[config.mk]
export PLATFORM = sky130hd
export DESIGN_NAME = uart_tx_arbiter
export DESIGN_NICKNAME = d
export VERILOG_FILES = /design/src/rtl/uart_tx_arbiter.sv
export SDC_FILE = /design/constraint.sdc
export NUM_CORES = 1
export LEC_CHECK = 0
export BUFFER_PORTS_ARGS = -buffer_cell sky130_fd_sc_hd__buf_2
export CAP_MARGIN = 20
export CORE_MARGIN = 1
export CORE_UTILIZATION = 50
export DETAILED_ROUTE_END_ITERATION = 10
export MAX_ROUTING_LAYER = met4
export PLACE_DENSITY = 0.78
export SETUP_SLACK_MARGIN = 0.02
export SYNTH_ARGS = -nofsm -noshare
export SYNTH_HDL_FRONTEND = slang
export SYNTH_SLANG_ARGS = --single-unit
[constraint.sdc]
create_clock -name clk -period 2.8 [get_ports clk]
set_input_delay 0.28 -clock clk [delete_from_list [all_inputs] [get_ports clk]]
set_output_delay 0.28 -clock clk [all_outputs]
set_load 0.03 [all_outputs]
[src/rtl/uart_tx_arbiter.sv]
// uart_tx_arbiter: round-robin, frame-locked sharing of one UART TX FIFO
// write port, with a watchdog that aborts frames whose owner stalls.
module uart_tx_arbiter #(
   parameter int N_REQ   = 2,
   parameter int TIMEOUT = 1000
) (
   input  logic               clk,
   input  logic               rst,
   input  logic [N_REQ-1:0]   req,
   input  logic [8*N_REQ-1:0] req_data,
   input  logic [N_REQ-1:0]   req_last,
   output logic [N_REQ-1:0]   ack,
   output logic [N_REQ-1:0]   grant,
   output logic               aborted,
   input  logic               tx_full,
   output logic               wr_uart,
   output logic [7:0]         w_data
);

   localparam int IW = (N_REQ > 1) ? $clog2(N_REQ) : 1;
   localparam int WW = $clog2(TIMEOUT + 1);

   typedef enum logic [1:0] {
      IDLE = 2'd0,
      BUSY = 2'd1,
      GAP  = 2'd2
   } state_t;

   state_t           state_q, state_d;
   logic [IW-1:0]    rr_q, rr_d;
   logic [IW-1:0]    own_q, own_d;
   logic [N_REQ-1:0] grant_q, grant_d;
   logic [WW-1:0]    wd_q, wd_d;
   logic             wr_q, wr_d;
   logic             ab_q, ab_d;
   logic [7:0]       wdat_q, wdat_d;

   logic [IW-1:0]    pick;
   logic             pick_vld;
   logic [IW-1:0]    own_nxt;
   logic             xfer;
   logic             last;
   logic             tmo;

   // Round-robin search: first active requester at or above rr_q, wrapping.
   always_comb begin
      int s;
      s        = 0;
      pick     = '0;
      pick_vld = 1'b0;
      for (int k = N_REQ - 1; k >= 0; k--) begin
         s = int'(rr_q) + k;
         if (s >= N_REQ) s = s - N_REQ;
         if (req[IW'(s)]) begin
            pick     = IW'(s);
            pick_vld = 1'b1;
         end
      end
   end

   // Byte acceptance, frame end and watchdog expiry for the current owner.
   // A write still in flight blocks acceptance so tx_full is never stale.
   always_comb begin
      own_nxt = (int'(own_q) == N_REQ - 1) ? '0 : own_q + IW'(1);
      xfer    = (state_q == BUSY) && req[own_q] && !tx_full && !wr_q && !rst;
      last    = req_last[own_q];
      tmo     = (state_q == BUSY) && !xfer && (wd_q == WW'(TIMEOUT - 1));
   end

   // State register.
   always_ff @(posedge clk) begin
      if (rst) state_q <= IDLE;
      else     state_q <= state_d;
   end

   // Next-state logic.
   always_comb begin
      state_d = state_q;
      unique case (state_q)
         IDLE:    if (pick_vld) state_d = BUSY;
         BUSY:    if ((xfer && last) || tmo) state_d = GAP;
         GAP:     state_d = IDLE;
         default: state_d = IDLE;
      endcase
   end

   // Next values of grant, pointer, watchdog and the registered write port.
   always_comb begin
      rr_d    = rr_q;
      own_d   = own_q;
      grant_d = grant_q;
      wd_d    = wd_q;
      wr_d    = 1'b0;
      ab_d    = 1'b0;
      wdat_d  = wdat_q;
      unique case (state_q)
         IDLE: begin
            wd_d = '0;
            if (pick_vld) begin
               own_d       = pick;
               grant_d     = '0;
               grant_d[pick] = 1'b1;
            end
         end
         BUSY: begin
            if (xfer) begin
               wr_d   = 1'b1;
               wdat_d = req_data[{own_q, 3'b000} +: 8];
               wd_d   = '0;
               if (last) begin
                  rr_d    = own_nxt;
                  grant_d = '0;
               end
            end else if (tmo) begin
               ab_d    = 1'b1;
               rr_d    = own_nxt;
               grant_d = '0;
               wd_d    = '0;
            end else begin
               wd_d = wd_q + WW'(1);
            end
         end
         default: begin
            grant_d = '0;
            wd_d    = '0;
         end
      endcase
   end

   // Datapath registers.
   always_ff @(posedge clk) begin
      if (rst) begin
         rr_q    <= '0;
         own_q   <= '0;
         grant_q <= '0;
         wd_q    <= '0;
         wr_q    <= 1'b0;
         ab_q    <= 1'b0;
         wdat_q  <= 8'h00;
      end else begin
         rr_q    <= rr_d;
         own_q   <= own_d;
         grant_q <= grant_d;
         wd_q    <= wd_d;
         wr_q    <= wr_d;
         ab_q    <= ab_d;
         wdat_q  <= wdat_d;
      end
   end

   // Accept pulse to the owner; writes are suppressed while reset is high.
   always_comb begin
      ack = '0;
      if (xfer) ack[own_q] = 1'b1;
   end

   assign grant   = grant_q;
   assign aborted = ab_q;
   assign wr_uart = wr_q && !rst;
   assign w_data  = wdat_q;

endmodule
Yosys cells after proc, flatten, opt, wreduce, memory -nomap -nowiden
Cells that the tools add are included.
{"block": "classes", "bitwise_logic": 1, "n_shift": 1, "add_sub_neg": 5, "n_mux": 33, "magnitude_cmp": 8, "eq_ne": 7, "n_reduce_logical": 25}
{"op": "$mux 1", "count": 22}
{"op": "$shiftx 16x5->8", "count": 1}
{"op": "$mux 2", "count": 7}
{"op": "$add 10x1->10 const B", "count": 1}
{"op": "$eq 10x10->1 const B", "count": 1}
{"op": "$logic_and 1x1->1", "count": 10}
{"op": "$pmux 2 s2", "count": 2}
{"op": "$lt 1x3->1 const B", "count": 2}
{"op": "$ne 3x3->1 const B", "count": 2}
{"op": "$reduce_and 2->1", "count": 3}
{"op": "$reduce_and 3->1", "count": 2}
{"op": "$logic_not 1->1", "count": 4}
{"op": "$lt 1x2->1 const B", "count": 2}
{"op": "$ne 2x1->1 const B", "count": 2}
{"op": "$reduce_or 4->1", "count": 1}
{"op": "$reduce_or 3->1", "count": 1}
{"op": "$add 1x1->2 const B", "count": 1}
{"op": "$demux 1 s1", "count": 2}
{"op": "$eq 2x1->1 const B", "count": 1}
{"op": "$ge 1x1->1 const B", "count": 2}
{"op": "$ge 1x2->1 const B", "count": 1}
{"op": "$ge 2x2->1 const B", "count": 1}
{"op": "$logic_not 2->1", "count": 1}
{"op": "$ne 2x2->1 const B", "count": 1}
{"op": "6 further kinds", "count": 7}
{"block": "word_totals", "reg_bits": 26, "elab_cells": 88, "output_inout_bits": 14, "input_bits": 23}

Logic depth before layout (Yosys ltp)
{"block": "logic_depth", "depth_word": 14, "mapped_depth": 6, "ltp_nobuf": 5}

Least setup slack after synthesis
No wires, ideal clock.
{"block": "synth_timing", "kind": "reg-to-output", "start": "register own_q", "end": "output ack[1]", "stages_incl_launch_ff": 7, "arrival_time_ps": 1552, "setup_slack_ps": 968, "cell_sequence": "dfxtp_1 -> buf_2 -> mux2_2 -> and3_1 -> buf_2 -> buf_4 -> and2_1"}
{"block": "synth_via", "elab_chain_len": 7, "word_cells_on_any_way": 12, "cone_classes": "order compare (2); mux (5); reduce/logical (5)"}
{"item": "start: declaration", "line_no": "31", "source": "logic [IW-1:0] own_q, own_d;"}
{"item": "start signal: assignment", "line_no": "142", "source": "own_q <= own_d;"}
{"item": "branches (longest 6 deep; another with $lt 1x2->1)"}
{"item": "$mux 2 (*)", "line_no": "154", "source": "if (xfer) ack[own_q] = 1'b1;"}
{"item": "end: declaration", "line_no": "12", "source": "output logic [N_REQ-1:0] ack,"}
Every way passes the cells marked *. The select of a mux whose other input is x is not followed.

Final worst setup path
Same ends and word-level chain as after synthesis.

==> results.md <==
- In the global route stage, overall resource usage came out at 0.196.
- Entering global routing, the biggest net connects 17 pins.
- The number of buffers on the longest clock path is 2.
- In this run the number of H-tree levels came out at 1.
- The number of nets at the end of the flow is 189.
- The count of placed standard cells in the final layout, fillers left out is 192.
- The number of top-level pins is 37.
- The distinct cell type count after synthesis is 37.
- The clock latency on the worst-skew pair is 0.32 ns.
- Summed over all instances, the cell type with the most area after synthesis is sky130_fd_sc_hd__dfxtp_1.
- The number of resized instances in the post-cts repair step is 0.
- VDD sags by at most 0.338 mV.
- The yosys synthesis warning count is 0.
- The fraction of synthesized cell area taken by the top area cell type is 0.438.
- The run finished with clean final reports.
- The share of synthesized registers carrying an async set or reset is 0.
- The finished cells cover 1420 µm².
- Using the TritonRoute via totals, the vias-per-cell ratio works out to 5.32.
- The mapped netlist covers 1190 µm².
- The startpoint kind of the worst setup timing path is a flop.
- The fraction of layout instances using a drive strength above 1 is 0.280.
- The number of clock sinks seen by CTS is 26.
- Port buffering added 36 buffers.
- The TritonCTS clock tree is yes.
- For this configuration, the core starts out at a cell density of 0.532.
- The first TritonRoute pass finished after 4 iterations.
- The number of global-route vias before repair is 903.
- The accumulated negative setup slack is 0 ns.
- In this run the power density over the cells is 455 nW/µm².
- For this design the static power due to leakage is 0.578 nW.
- At the pin with the least slew margin, the transition time is 0.548 ns.
- The final worst clock skew is 0.0190 ns.
- The hold violation count in the final report is 0.
- The routed via count is 1022.
- After floorplanning, the core was divided into 17 placement rows.
- Setup violations remaining at the end of the flow were counted as 0.
- Setup repair after global routing left no endpoint under its margin.
- Data on the critical path is required at its endpoint by 2.52 ns.
- The number of clock buffers inserted by TritonCTS is 3.
- After synthesis, the cell types taking the most area are sky130_fd_sc_hd__dfxtp_1 44%, sky130_fd_sc_hd__mux2i_1 8.4%, sky130_fd_sc_hd__nor2_1 7.6%, sky130_fd_sc_hd__a211oi_1 5.1%, sky130_fd_sc_hd__xnor2_1 2.9%.
- The max-slew violation total from the final report is 0.
- The initial antenna violation count is 0.
- The cell count after synthesis is 129.
- The HPWL after detailed placement is 1760 µm.
- The total cell area at the placement stage is 1390 µm².
- The sequential share of the synthesized area is 0.438.
- Power comes to 0.647 mW.
- Dividing the detail-routed wire length by the instance count gives 11.8 µm.
- From bottom edge to top edge, the die measures 50.8 µm.
- After floorplanning, the core was sized to cover 2230 µm².
- The worst slew margin relative to its limit is 0.631.
- The global placement routability congestion is 0.911.
- A synthesized cell averages 9.21 µm².
- The first global-routing pass estimated 3710 µm of wire.
- After detailed routing, the number of remaining DRC violations is 0.
- Among all flip-flop cells after synthesis, the most frequent one is sky130_fd_sc_hd__dfxtp_1.
- Among all stages on the critical path, the largest delay is contributed by sky130_fd_sc_hd__dfxtp_1.
- Of the available clock period, the critical path in the final layout requires 0.802.
- The repair_antennas step left the layout with diodes totalling 0.
- The area growth from synthesis to final layout is 19.6%.
- Counting flops and latches in the post-synthesis netlist gives 26.
- The peak clock frequency supported by timing is 0.445 GHz.
- In this run, post-CTS hold repair placed 0 buffers.
- The logic depth of the worst register-to-register path is 5.
- The floorplan die area is 2580 µm².
- Once the clock tree was built, the setup fixing pass inserted 0 buffers.
- After clock tree synthesis, the clock-pin slew on the worst setup and hold paths is 0.15 ns.
- The min-delay analysis places its worst path in the category in2reg.
- On the worst path, the slowest cell contributes a delay of 0.41 ns.
- STA puts the critical path data arrival time at 1.96 ns.
- The highest fanout seen on the critical path is 13.
- STA classifies the critical path endpoint as a primary output.
- The critical path in this run is classified as reg2out.
- The number of placed instances, taps included, is 188.
- Summed over all layers, the routed wires come to 2270 µm.
- The clock tree root buffer cell is sky130_fd_sc_hd__clkbuf_4.
- The number of max-cap violations is 0.
- For this block, the initial DRC count from the detailed router was 31.
- The critical path goes through buf_4 > mux2_2 > and3_1 > and2_1 > buf_2.
- The total overflow left after global routing is 0.
- The number of synthesized flops with an enable pin is 0.
- The worst hold path stage count is 3.
- The number of nets in the synthesized netlist is 153.
- Subtracting the final worst setup slack from the clock period gives 2.24 ns.
- The die is 50.8 µm wide.
- The final antenna-violating net count is 0.
kinds of logic (layout without fill, tap and decap cells):
| group | count (synthesis) | count (layout) | synth area share |
|---|---|---|---|
| and+or+nand+nor | 57 | 57 | 0.249 |
| DFF | 26 | 26 | 0.438 |
| AOI/OAI and AO/OA | 15 | 15 | 0.0958 |
| muxes | 13 | 13 | 0.113 |
| buffers and inverters | 9 | 44 | 0.0347 |
| xor gates and xnor gates | 8 | 8 | 0.0589 |
| adders and majority gates | 1 | 1 | 0.0105 |
layout make-up:
| class | instances | area, µm² |
|---|---|---|
| Fill cell | 207 | 812 |
| Multi-Input combinational cell | 94 | 627 |
| Sequential cell | 26 | 520 |
| Timing Repair Buffer | 38 | 195 |
| Clock buffer | 4 | 36.3 |
| Tap cell | 28 | 35.0 |
| Inverter | 2 | 7.51 |
synthesized netlist by cell type, types with 2 or more instances:
| cell | count |
|---|---|
| sky130_fd_sc_hd__and3_1 | 2 |
| sky130_fd_sc_hd__o211ai_1 | 2 |
| sky130_fd_sc_hd__a211oi_1 | 8 |
| sky130_fd_sc_hd__nand2_1 | 6 |
| sky130_fd_sc_hd__buf_2 | 3 |
| sky130_fd_sc_hd__xor2_1 | 4 |
| sky130_fd_sc_hd__nand4_1 | 2 |
| sky130_fd_sc_hd__nand3_1 | 4 |
| sky130_fd_sc_hd__nand4b_1 | 2 |
| sky130_fd_sc_hd__mux2i_1 | 10 |
| sky130_fd_sc_hd__xnor2_1 | 4 |
| sky130_fd_sc_hd__nor3_1 | 2 |
| sky130_fd_sc_hd__dfxtp_1 | 26 |
| sky130_fd_sc_hd__mux2_2 | 2 |
| sky130_fd_sc_hd__inv_1 | 2 |
| sky130_fd_sc_hd__nor4_1 | 2 |
| sky130_fd_sc_hd__nor2_1 | 24 |
| sky130_fd_sc_hd__clkbuf_1 | 2 |
| sky130_fd_sc_hd__nor2b_1 | 3 |
| sky130_fd_sc_hd__nand2b_1 | 2 |
sequential cells by signal, indices dropped and copies added, names as in the netlist:
name     count
aborted      1
own_q        1
wd_q        10
wr_q         1
w_data       8
grant        2
rr_q         1
state_q      2
where the power goes:
group	internal, mW	switching (mW)	total [mW]
clock	0.0793	0.105	0.184
combinational	0.0333	0.0439	0.0772
sequential	0.380	0.00609	0.386
total	0.492	0.155	0.647
critical path: cells and delay by family, from the launching register on:
family                 cells  cell delay (ns)
AND/OR/NAND/NOR            2             0.45
multiplexers               1             0.37
flip-flops                 1             0.41
buffers and inverters      2             0.42
placed cells by master (no fill, tap or decap), drive strengths merged:
| cell type | netlist | layout |
|---|---|---|
| a211oi | 8 | 8 |
| and2b | 1 | 1 |
| a21o | 1 | 1 |
| nand3 | 4 | 4 |
| nand3b | 1 | 1 |
| nand2 | 6 | 6 |
| nand2b | 2 | 2 |
| o2bb2ai | 1 | 1 |
| xnor2 | 4 | 4 |
| nor2b | 3 | 3 |
| or4b | 1 | 1 |
| and4 | 1 | 1 |
| nor4 | 2 | 2 |
| or3b | 1 | 1 |
| buf | 5 | 38 |
| nand4b | 2 | 2 |
| and3 | 2 | 2 |
| o211ai | 2 | 2 |
| o21ai | 1 | 1 |
| a22o | 1 | 1 |
| xor2 | 4 | 4 |
| and2 | 1 | 1 |
| inv | 2 | 2 |
| nand4 | 2 | 2 |
| dfxtp | 26 | 26 |
| nor3 | 2 | 2 |
| clkbuf | 2 | 4 |
| a21oi | 1 | 1 |
| mux2 | 3 | 3 |
| ha | 1 | 1 |
| nor2 | 24 | 24 |
| mux2i | 10 | 10 |
| or4 | 1 | 1 |
| nor3b | 1 | 1 |
worst paths after layout:
kind,startpoint,end,slack (ns)
setup / recovery,own_q,ack[1],0.56
hold / removal,req_data[0],w_data[0],0.28
setup reg to reg,own_q,rr_q,0.80
hold reg to reg,wd_q[0],wd_q[0],0.48
layer usage:
metal,up-vias,track usage,share of wire
li1,526,-,-
met1,469,0.217,0.44
met2,25,0.356,0.51
met3,2,0.0273,0.041
met4,0,0.0694,0.011
met5,-,-,0
metrics by stage:
| stage | worst slack (ns) | utilization | hold WS (ns) |
|---|---|---|---|
| 2_1_floorplan | 0.968 | - | 0.426 |
| 3_3_place_gp | 0.870 | 0.620 | 0.439 |
| 3_5_place_dp | 0.783 | 0.620 | 0.455 |
| 4_1_cts | 0.545 | 0.636 | 0.277 |
| 5_1_grt | 0.423 | 0.636 | 0.286 |
| 6_report | 0.555 | 0.636 | 0.282 |
(Power assumes the default switching activity.)
